==> src/rtl/mem_access_ctrl_if.sv <==
// Request/response and memory-port bundle for the memory-access sequencer.
// The master side issues requests and returns memory read data; the slave side is the sequencer.
interface mem_access_ctrl_if #(
  parameter int ADDR_W = 32,
  parameter int DATA_W = 32
);
  // Request side
  logic              req;
  logic              req_wr;
  logic              req_ifetch;
  logic [ADDR_W-1:0] req_addr;
  logic [DATA_W-1:0] req_wdata;

  // Status and results
  logic              busy;
  logic              done;
  logic              err;
  logic [DATA_W-1:0] rdata;
  logic [DATA_W-1:0] instr;
  logic [5:0]        Op;
  logic [5:0]        Funct;

  // Synchronous memory port
  logic [ADDR_W-1:0] mem_addr;
  logic [DATA_W-1:0] mem_wdata;
  logic              mem_wr;
  logic [DATA_W-1:0] mem_rdata;

  modport master (
    output req, req_wr, req_ifetch, req_addr, req_wdata, mem_rdata,
    input  busy, done, err, rdata, instr, Op, Funct, mem_addr, mem_wdata, mem_wr
  );

  modport slave (
    input  req, req_wr, req_ifetch, req_addr, req_wdata, mem_rdata,
    output busy, done, err, rdata, instr, Op, Funct, mem_addr, mem_wdata, mem_wr
  );
endinterface

==> src/rtl/mem_access_ctrl.sv <==
// Memory-access sequencer: runs one read or write against a fixed-latency synchronous memory
// and captures read data into the instruction word or the data word.
module mem_access_ctrl #(
  parameter int ADDR_W      = 32,
  parameter int DATA_W      = 32,
  parameter int MEM_LATENCY = 2   // legal range 1..15, fits the 4-bit countdown
) (
  input  logic             Clk,
  input  logic             Reset,
  mem_access_ctrl_if.slave bus
);

  typedef enum logic [1:0] {
    S_IDLE   = 2'd0,
    S_ACCESS = 2'd1,
    S_DONE   = 2'd2
  } state_e;

  localparam logic [3:0] READ_CNT = 4'(MEM_LATENCY - 1);

  state_e            state_q,  state_d;
  logic [3:0]        cnt_q,    cnt_d;
  logic [ADDR_W-1:0] addr_q,   addr_d;
  logic [DATA_W-1:0] wdata_q,  wdata_d;
  logic              wr_q,     wr_d;
  logic              ifetch_q, ifetch_d;
  logic              err_q,    err_d;
  logic [DATA_W-1:0] rdata_q,  rdata_d;
  logic [DATA_W-1:0] instr_q,  instr_d;

  always_comb begin
    // NOTE: every _d takes its held value first, so no path through the case leaves one unassigned (no latches).
    state_d  = state_q;
    cnt_d    = cnt_q;
    addr_d   = addr_q;
    wdata_d  = wdata_q;
    wr_d     = wr_q;
    ifetch_d = ifetch_q;
    err_d    = err_q;
    rdata_d  = rdata_q;
    instr_d  = instr_q;

    case (state_q)
      S_IDLE: begin
        if (bus.req) begin
          addr_d   = bus.req_addr;
          wdata_d  = bus.req_wdata;
          wr_d     = bus.req_wr;
          ifetch_d = bus.req_ifetch;
          if (bus.req_addr[1:0] != 2'b00) begin
            // Misaligned: skip the memory entirely and report at completion.
            err_d   = 1'b1;
            state_d = S_DONE;
          end else begin
            err_d   = 1'b0;
            cnt_d   = bus.req_wr ? 4'd0 : READ_CNT;
            state_d = S_ACCESS;
          end
        end
      end

      S_ACCESS: begin
        if (cnt_q != 4'd0) begin
          cnt_d = cnt_q - 4'd1;
        end else begin
          state_d = S_DONE;
          if (!wr_q) begin
            if (ifetch_q) instr_d = bus.mem_rdata;
            else          rdata_d = bus.mem_rdata;
          end
        end
      end

      S_DONE:  state_d = S_IDLE;

      default: state_d = S_IDLE;
    endcase
  end

  always_ff @(posedge Clk or negedge Reset) begin
    // NOTE: state updates use non-blocking assignments so every flop sees pre-edge values.
    if (!Reset) begin
      state_q  <= S_IDLE;
      cnt_q    <= 4'd0;
      addr_q   <= '0;
      wdata_q  <= '0;
      wr_q     <= 1'b0;
      ifetch_q <= 1'b0;
      err_q    <= 1'b0;
      rdata_q  <= '0;
      instr_q  <= '0;
    end else begin
      state_q  <= state_d;
      cnt_q    <= cnt_d;
      addr_q   <= addr_d;
      wdata_q  <= wdata_d;
      wr_q     <= wr_d;
      ifetch_q <= ifetch_d;
      err_q    <= err_d;
      rdata_q  <= rdata_d;
      instr_q  <= instr_d;
    end
  end

  // Strobes decode straight from state so a reset drops them without waiting for an edge.
  assign bus.busy      = (state_q != S_IDLE);
  assign bus.done      = (state_q == S_DONE);
  assign bus.err       = (state_q == S_DONE) && err_q;
  assign bus.mem_wr    = (state_q == S_ACCESS) && wr_q;
  assign bus.mem_addr  = addr_q;
  assign bus.mem_wdata = wdata_q;
  assign bus.rdata     = rdata_q;
  assign bus.instr     = instr_q;
  assign bus.Op        = instr_q[31:26];
  assign bus.Funct     = instr_q[5:0];

endmodule
==> src/flat_wrapper.sv <==
// flat-port wrapper written by rule: the top's interface ports become plain ports
module mem_access_ctrl_flat 
#(
  parameter int ADDR_W      = 32,
  parameter int DATA_W      = 32,
  parameter int MEM_LATENCY = 2                                                 
)
  (Clk, Reset, bus_req, bus_req_wr, bus_req_ifetch, bus_req_addr, bus_req_wdata, bus_mem_rdata, bus_busy, bus_done, bus_err, bus_rdata, bus_instr, bus_Op, bus_Funct, bus_mem_addr, bus_mem_wdata, bus_mem_wr);
  mem_access_ctrl_if #(.ADDR_W(ADDR_W), .DATA_W(DATA_W)) bus_i ();
  input  logic Clk;
  input  logic Reset;
  input wire logic [$bits(bus_i.req)-1:0] bus_req;
  input wire logic [$bits(bus_i.req_wr)-1:0] bus_req_wr;
  input wire logic [$bits(bus_i.req_ifetch)-1:0] bus_req_ifetch;
  input wire logic [$bits(bus_i.req_addr)-1:0] bus_req_addr;
  input wire logic [$bits(bus_i.req_wdata)-1:0] bus_req_wdata;
  input wire logic [$bits(bus_i.mem_rdata)-1:0] bus_mem_rdata;
  output wire logic [$bits(bus_i.busy)-1:0] bus_busy;
  output wire logic [$bits(bus_i.done)-1:0] bus_done;
  output wire logic [$bits(bus_i.err)-1:0] bus_err;
  output wire logic [$bits(bus_i.rdata)-1:0] bus_rdata;
  output wire logic [$bits(bus_i.instr)-1:0] bus_instr;
  output wire logic [$bits(bus_i.Op)-1:0] bus_Op;
  output wire logic [$bits(bus_i.Funct)-1:0] bus_Funct;
  output wire logic [$bits(bus_i.mem_addr)-1:0] bus_mem_addr;
  output wire logic [$bits(bus_i.mem_wdata)-1:0] bus_mem_wdata;
  output wire logic [$bits(bus_i.mem_wr)-1:0] bus_mem_wr;
  assign bus_i.req = bus_req;
  assign bus_i.req_wr = bus_req_wr;
  assign bus_i.req_ifetch = bus_req_ifetch;
  assign bus_i.req_addr = bus_req_addr;
  assign bus_i.req_wdata = bus_req_wdata;
  assign bus_i.mem_rdata = bus_mem_rdata;
  assign bus_busy = bus_i.busy;
  assign bus_done = bus_i.done;
  assign bus_err = bus_i.err;
  assign bus_rdata = bus_i.rdata;
  assign bus_instr = bus_i.instr;
  assign bus_Op = bus_i.Op;
  assign bus_Funct = bus_i.Funct;
  assign bus_mem_addr = bus_i.mem_addr;
  assign bus_mem_wdata = bus_i.mem_wdata;
  assign bus_mem_wr = bus_i.mem_wr;
  mem_access_ctrl #(.ADDR_W(ADDR_W), .DATA_W(DATA_W), .MEM_LATENCY(MEM_LATENCY)) u_core (.Clk(Clk), .Reset(Reset), .bus(bus_i));
endmodule
==> config.mk <==
export PLATFORM = sky130hd
export DESIGN_NAME = mem_access_ctrl_flat
export DESIGN_NICKNAME = d
export VERILOG_FILES = /design/src/rtl/mem_access_ctrl_if.sv /design/src/rtl/mem_access_ctrl.sv /design/src/flat_wrapper.sv
export SDC_FILE = /design/constraint.sdc
export NUM_CORES = 1
export LEC_CHECK = 0
export BUFFER_PORTS_ARGS = -buffer_cell sky130_fd_sc_hd__clkbuf_2
export CORE_UTILIZATION = 42
export CTS_CLUSTER_DIAMETER = 30
export DETAILED_ROUTE_END_ITERATION = 12
export GPL_TIMING_DRIVEN = 0
export PLACE_DENSITY = 0.82
export SLEW_MARGIN = 20
export SYNTH_ARGS = -nofsm -noshare
export SYNTH_HDL_FRONTEND = slang
export SYNTH_SLANG_ARGS = --single-unit
==> constraint.sdc <==
create_clock -name Clk -period 2.07 [get_ports Clk]
set_input_delay 0.1035 -clock Clk [delete_from_list [all_inputs] [get_ports Clk]]
set_output_delay 0.1035 -clock Clk [all_outputs]
set_load 0.005 [all_outputs]
# Word-level counts from Yosys, hierarchy flattened
# Index checks and enable logic that the tools add are counted.
# totals
regBits	137
latch_bits	0
ram_bits	0
romBits	0
inputBits	101
output_inout_bits	144
elab_cells	41
memories	0
# op_classes
add_sub_neg	1
n_mul	0
n_div	0
magnitude_cmp	0
eq_ne	6
shift	0
mux	10
bitwise_logic	3
n_reduce_logical	12
# ops
op	count
$mux 4	3
$reduce_and 4->1	3
$pmux 4 s2	1
$mux 2	3
$ne 2x2->1 const B	3
$reduce_bool 2->1	3
$pmux 2 s2	1
$reduce_and 2->1	2
$reduce_bool 4->1	1
$sub 4x1->4 const B	1
$not 1->1	3
$eq 2x1->1 const B	1
$eq 2x2->1 const B	1
$logic_and 1x1->1	2
$logic_not 2->1	1
$mux 1	2
$ne 2x1->1 const B	1

# Longest topological paths before layout
# Gate-level depths: netlist of run 1.
# depth
ltp_word	4
ltp_mapped	6
mapped_depth_nobuf	6

# Least setup slack after synthesis of run 1
# Ideal clock, no wire load.
# synth_timing
path_type	register to register
from	register u_core.cnt_q[0]
to	register u_core.rdata_q[21] (netlist: u_core.bus.rdata[21])
setup_time_ps	125
arrival_time_ps	1796
required_time_ps	1945
setup_slack_ps	149
stages_incl_launch_ff	7
n_path_buf	1
synth_period_minus_slack_ps	1921
cell_sequence	dfrtp_1 > inv_1 > ha_1 > nor3b_4 > nor4b_4 > buf_6 > mux2_2
# synth_via
elab_chain_cells	3
# synth_lines
element	line_no	source
from (decl)	mem_access_ctrl.sv:22	logic [3:0] cnt_q, cnt_d;
from (signal assigned)	mem_access_ctrl.sv:94	cnt_q <= cnt_d;
$reduce_bool 4->1	mem_access_ctrl.sv:63	if (cnt_q != 4'd0) begin
$not 1->1 (no line)	-	
$reduce_and 4->1 (no line)	-	
to (signal assigned)	mem_access_ctrl.sv:100	rdata_q <= rdata_d;
to (decl)	mem_access_ctrl.sv:28	logic [DATA_W-1:0] rdata_q, rdata_d;
# Every way passes these cells.
# A chain may end at the register's enable or synchronous reset.

# Final worst setup path of run 1
# layout_timing
from	register u_core.cnt_q[0]
to	register u_core.rdata_q[20] (netlist: u_core.bus.rdata[20])
# Same word-level chain as after synthesis.

==> results of run 1 <==
==> cell families (layout without fill, tap and decap cells) <==
| logic type | count (synthesis) | after routing | synth area share |
|---|---|---|---|
| flip-flops | 137 | 137 | 0.644 |
| multiplexers | 130 | 130 | 0.275 |
| buffers and inverters | 28 | 409 | 0.0350 |
| AND/OR/NAND/NOR | 23 | 23 | 0.0303 |
| AO/OA/AOI/OAI | 9 | 9 | 0.0110 |
| adder cells (fa/ha/maj) | 2 | 2 | 0.00470 |
==> repair_timing <==
action	CTS	global route
resized for setup	2	1
hold endpoints to repair	188	0
buffers inserted	4	2
hold buffers	99	0
pin swaps	0	1
endpoints found under the setup margin	71	9
==> cell type report <==
type / count / area share
clock inverters: 7 / 0.00804
clock buffers: 24 / 0.0585
plain buffers: 26 / 0.0216
inverters: 2 / 0.000894
multi-input cells: 164 / 0.205
flip-flops and latches: 137 / 0.408
repair buffers: 350 / 0.273
well taps: 168 / 0.0250
==> power groups by stage <==
stage	Combinational, mW	Clock [mW]	Sequential [mW]
2_1_floorplan	1.88	0	4.77
3_3_place_gp	3.72	0	4.68
3_5_place_dp	3.88	0	4.79
4_1_cts	4.07	2.88	4.78
5_1_grt	4.49	3.02	4.97
6_report	4.13	2.83	4.83
==> sequential cells by signal, indices dropped and copies added, names as in the netlist, 2 cells and up <==
register              count
u_core.bus.mem_addr      32
u_core.state_q            2
u_core.cnt_q              4
u_core.bus.mem_wdata     32
u_core.bus.rdata         32
u_core.bus.instr         32
==> placed cells by master (no fill, tap or decap), types with 2 or more instances in the layout <==
cell | synthesis | final
clkbuf_8 | 0 | 5
dlygate4sd3_1 | 0 | 99
inv_1 | 2 | 2
clkinvlp_4 | 0 | 3
nand2_1 | 3 | 3
nor2_1 | 4 | 4
ha_1 | 2 | 2
mux2_1 | 6 | 6
o21ai_0 | 3 | 3
clkinv_2 | 0 | 3
and3_1 | 2 | 2
buf_4 | 12 | 18
buf_6 | 3 | 3
nor2b_1 | 2 | 2
clkbuf_16 | 0 | 17
nor3b_4 | 1 | 2
dfrtp_1 | 137 | 137
buf_2 | 11 | 10
mux2_2 | 124 | 124
and2_1 | 2 | 2
a21oi_1 | 2 | 2
clkbuf_1 | 0 | 3
clkbuf_2 | 0 | 243
==> layer usage <==
metal | vias up | part of all wire
li1 | 1891 | -
met1 | 2041 | 0.37
met2 | 197 | 0.54
met3 | 33 | 0.065
met4 | 0 | 0.026
met5 | - | 0
==> worst max-delay path, stage by stage (launching register included) <==
cell and delay, ns:
dfrtp_1 0.41, inv_1 0.09, ha_1 0.16, nor3b_4 0.24
nor4b_4 0.24, buf_4 0.17, buf_6 0.15, mux2_2 0.35
==> stage by stage <==
stage / setup slack (ns) / cells
3_5_place_dp: -0.241 / 742
4_1_cts: 0.0521 / 876
2_1_floorplan: 0.149 / 329
3_3_place_gp: -1.07 / 741
6_report: 0.134 / 878
5_1_grt: 0.0115 / 878
==> final timing paths <==
check,endpoint,slack (ns),cells past startpoint
hold / removal,u_core.state_q[1],0.12,4
setup reg to reg,u_core.bus.rdata[20],0.13,7
setup / recovery,u_core.bus.rdata[20],0.13,7
max in group asynchronous,u_core.bus.instr[14],1.10,3
hold reg to reg,u_core.bus.rdata[6],0.50,1
min in group asynchronous,u_core.bus.mem_wdata[21],0.22,2
==> flow_metrics.tcl, run 1 <==
set metrics [dict create \
    post-route-period-util 0.935 \
    slew_headroom 0.677 \
    grt_max_degree 80 \
    placement.cell_area_sq_um 6790 \
    grt_usage 0.237 \
    portBuffers 244 \
    power.share.sequential 0.409 \
    ios 245 \
    cts_made_buffers 17 \
    critPathKind "register to register" \
    hold_viol 0 \
    ys_seq_area_frac 0.644 \
    async_flop_share 1.00 \
    p_comb_frac 0.350 \
    diodes 0 \
    fin_setup_tns_ns 0 \
    dr.pass1.iters 4 \
    syn_inst 329 \
    leakagePower_nw 4.17 \
    max_freq_ghz 0.517 \
    startpoint_type "register" \
    core_area_sq_um 12200 \
    fin_skew_ns 0.00617 \
    synthDistinctLibCells 28 \
    cts_buffer_depth 2 \
    synth_top_area_cell "dfrtp_1" \
    drt_iter0_markers 156 \
    utilization 0.691 \
    path_clk_slew_ns 0.06 \
    cp_max_fo 10 \
    synth_seq_cells 137 \
    outcome "complete, no violations" \
    die_w_um 115 \
    nets 801 \
    global_route.usage.met2 0.438 \
    yosys.area.top_type_share 0.644 \
    grt_pass1_wl_um 23200 \
    maxCapViolCount 0 \
    cts_tree "yes" \
    post-route-min-period_ns 1.94 \
    slew_violations 0 \
    regArea_sq_um 3430 \
    busiest_layer "met2" \
    fill_cells 816 \
    ir_drop_mv 0.967 \
    synth_nets 432 \
    clock_sinks 137 \
    pwr-share-clk 0.240 \
    met3_usage 0.0619 \
    antenna_found_initial 0 \
    p_sw_mw 3.56 \
    setup.worst_path.start "u_core.cnt_q[0]" \
    setup_viol_count_final 0 \
    multi_input_comb_area_sq_um 1720 \
    synth_flop_cell "dfrtp_1" \
    drive_gt1_frac 0.611 \
    syn_avg_cell_area_sq_um 16.2 \
    ant_nets 0 \
    viasPerCell 4.74 \
    p_sw_frac 0.302 \
    r2r_start "u_core.cnt_q[0]" \
    synth.area.top_cells "dfrtp_1, mux2_2, buf_4" \
    cts_htree_levels 4 \
    synth_most_common_cell "dfrtp_1" \
    start_util 0.438 \
    design_area_sq_um 8400 \
    finalWirelength_um 14500 \
    cts_root_buf "clkbuf_16" \
    first_global_vias 4590 \
    met1_usage 0.252 \
    core.rowCount 40 \
    synth.cells.most_frequent "dfrtp_1, mux2_2, buf_4" \
    arrival_ns 2.22 \
    worstHoldStart "bus_req" \
    area_growth_syn_to_layout_pct 57.8 \
    dp_hpwl_um 9020 \
    drc 0 \
    wl_per_cell_um 16.5 \
    clkLatencyLatePin_ns 0.41 \
    rsz0062_at_grt "no" \
    die_h_um 115 \
    overflow 0 \
    p_int_mw 8.23 \
    gp_congestion 0.744 \
    vias 4162 \
    worstPathRequired_ns 2.36 \
    whs_ns 0.123 \
    powerDensity_nw_per_um2 1400 \
    synth_edf_count 0 \
    hp-class "primary input to register" \
    end_kind "register" \
    dieArea_sq_um 13100 \
    yosysWarnings 0 \
    total_power_mw 11.8 \
    worst_pin_slew_ns 0.484 \
    syn_area_sq_um 5320 \
]
(Power assumes the default switching activity.)
==> run 2: changes to the inputs <==
--- a/config.mk
+++ b/config.mk
@@ -9,7 +9,9 @@
 export CORE_UTILIZATION = 42
 export CTS_CLUSTER_DIAMETER = 30
 export DETAILED_ROUTE_END_ITERATION = 12
+export GPL_ROUTABILITY_DRIVEN = 0
 export GPL_TIMING_DRIVEN = 0
+export MAX_ROUTING_LAYER = met4
 export PLACE_DENSITY = 0.82
 export SLEW_MARGIN = 20
 export SYNTH_ARGS = -nofsm -noshare
==> flow_metrics.tcl, run 2 (synthesis results as in run 1) <==
set metrics [dict create \
    outcome "complete, no violations" \
    fin_setup_tns_ns 0 \
    die_w_um 115 \
    clock_sinks 137 \
    utilization 0.691 \
    regArea_sq_um 3430 \
    critPathKind "register to register" \
    area_growth_syn_to_layout_pct 57.8 \
    path_clk_slew_ns 0.06 \
    path_buf_inv 3 \
    cts_buffer_depth 2 \
    grt_max_degree 80 \
    slew_violations 0 \
    cp_max_fo 10 \
    cp_top_family "simple AND/OR/NAND/NOR gates" \
    post-route-min-period_ns 1.93 \
    ios 245 \
    dp_hpwl_um 9020 \
    cp_slowest_stage_delay_ns 0.40 \
    cts_made_buffers 17 \
    ant_nets 0 \
    finalWirelength_um 14500 \
    maxCapViolCount 0 \
    drc 0 \
    drt_iter0_markers 181 \
    portBuffers 244 \
    first_global_vias 4587 \
    grt_usage 0.244 \
    slowest_stage "dfrtp_1" \
    max_freq_ghz 0.517 \
    powerDensity_nw_per_um2 1400 \
    hp-class "primary input to register" \
    overflow 0 \
    diodes 0 \
    multi_input_comb_area_sq_um 1720 \
    cts_root_buf "clkbuf_16" \
    vias 4171 \
    start_util 0.438 \
    antenna_found_initial 0 \
    end_kind "register" \
    setup_viol_count_final 0 \
    dieArea_sq_um 13100 \
    slew_headroom 0.677 \
    clkLatencyLatePin_ns 0.41 \
    fill_cells 816 \
    wl_per_cell_um 16.5 \
    post-route-period-util 0.934 \
    die_h_um 115 \
    arrival_ns 2.22 \
    cts_htree_levels 4 \
    final_cell_mix "clkbuf_2, dfrtp_1, mux2_2" \
    rsz0062_at_grt "no" \
    layout_commonest_cell "clkbuf_2" \
    hold_viol 0 \
    grt_pass1_wl_um 23200 \
    dr.pass1.iters 5 \
    ir_drop_mv 0.968 \
    worst_pin_slew_ns 0.484 \
    viasPerCell 4.75 \
    leakagePower_nw 4.17 \
    drive_gt1_frac 0.611 \
    crit_chain "inv_1 > ha_1 > nor3b_4 > nor4b_4 > buf_4 > buf_6 > mux2_2" \
    cts_tree "yes" \
    whs_ns 0.123 \
    total_power_mw 11.8 \
    nets 801 \
    core_area_sq_um 12200 \
    fin_skew_ns 0.00638 \
    startpoint_type "register" \
    worstPathRequired_ns 2.36 \
    core.rowCount 40 \
]
## run 2: cell counts in the layout (fill, tap and decap cells not counted)
No cell type changed its count.
## run 2: layer usage
layer / wire length, um / up-vias / global-route usage
li1: - / 1891 / -
met1: 5470 / 2049 / 0.258
met5: 0 / - / -
met3: 852 / 32 / 0.0551
met4: 369 / 0 / 0.108
met2: 7790 / 199 / 0.436
## run 2: path summary, 6_finish.rpt
kind	cells past startpoint	start	slack (ns)	end
min reg2reg	1	u_core.bus.rdata[6]	0.50	u_core.bus.rdata[6]
max in group asynchronous	3	Reset	1.09	u_core.bus.instr[14]
max	7	u_core.cnt_q[0]	0.14	u_core.bus.rdata[10]
max reg2reg	7	u_core.cnt_q[0]	0.14	u_core.bus.rdata[10]
min	4	bus_req	0.12	u_core.state_q[1]
min in group asynchronous	2	Reset	0.23	u_core.bus.mem_wdata[21]
## run 2: timing repair
item                                    CTS  global route
buffers inserted                          4             2
pin swaps                                 0             1
endpoints found under the setup margin   71             9
hold buffers                             99             0
gates resized for setup                   2             1
endpoints found under the hold margin   188             0
## run 2: layout make-up
class,count,area share
tap,168,0.0250
sequential,137,0.408
multi-input combinational,164,0.205
buffer,26,0.0216
clock inverter,7,0.00804
inverter,2,0.000894
timing repair buffer,350,0.273
clock buffer,24,0.0585
## run 2: report_power, final
part           switching [mW]  internal, mW  leakage (nW)
Combinational            1.65          2.49          2.25
Sequential              0.851          3.97          1.66
Clock                    1.07          1.77         0.268
Total                    3.57          8.23          4.17
## run 2: through the flow
step | area [sq um] | instances | setup WS (ns)
3_3_place_gp | 6760 | 741 | -1.07
6_report | 8400 | 878 | 0.137
3_5_place_dp | 6790 | 742 | -0.241
5_1_grt | 8400 | 878 | 0.00967
2_1_floorplan | 5320 | 329 | 0.149
4_1_cts | 8380 | 876 | 0.0521
## run 2: worst min-delay path, stage by stage
cell      delay (ns)
clkbuf_2        0.09
nor3b_1         0.13
a21oi_1         0.11
nor2_1          0.05
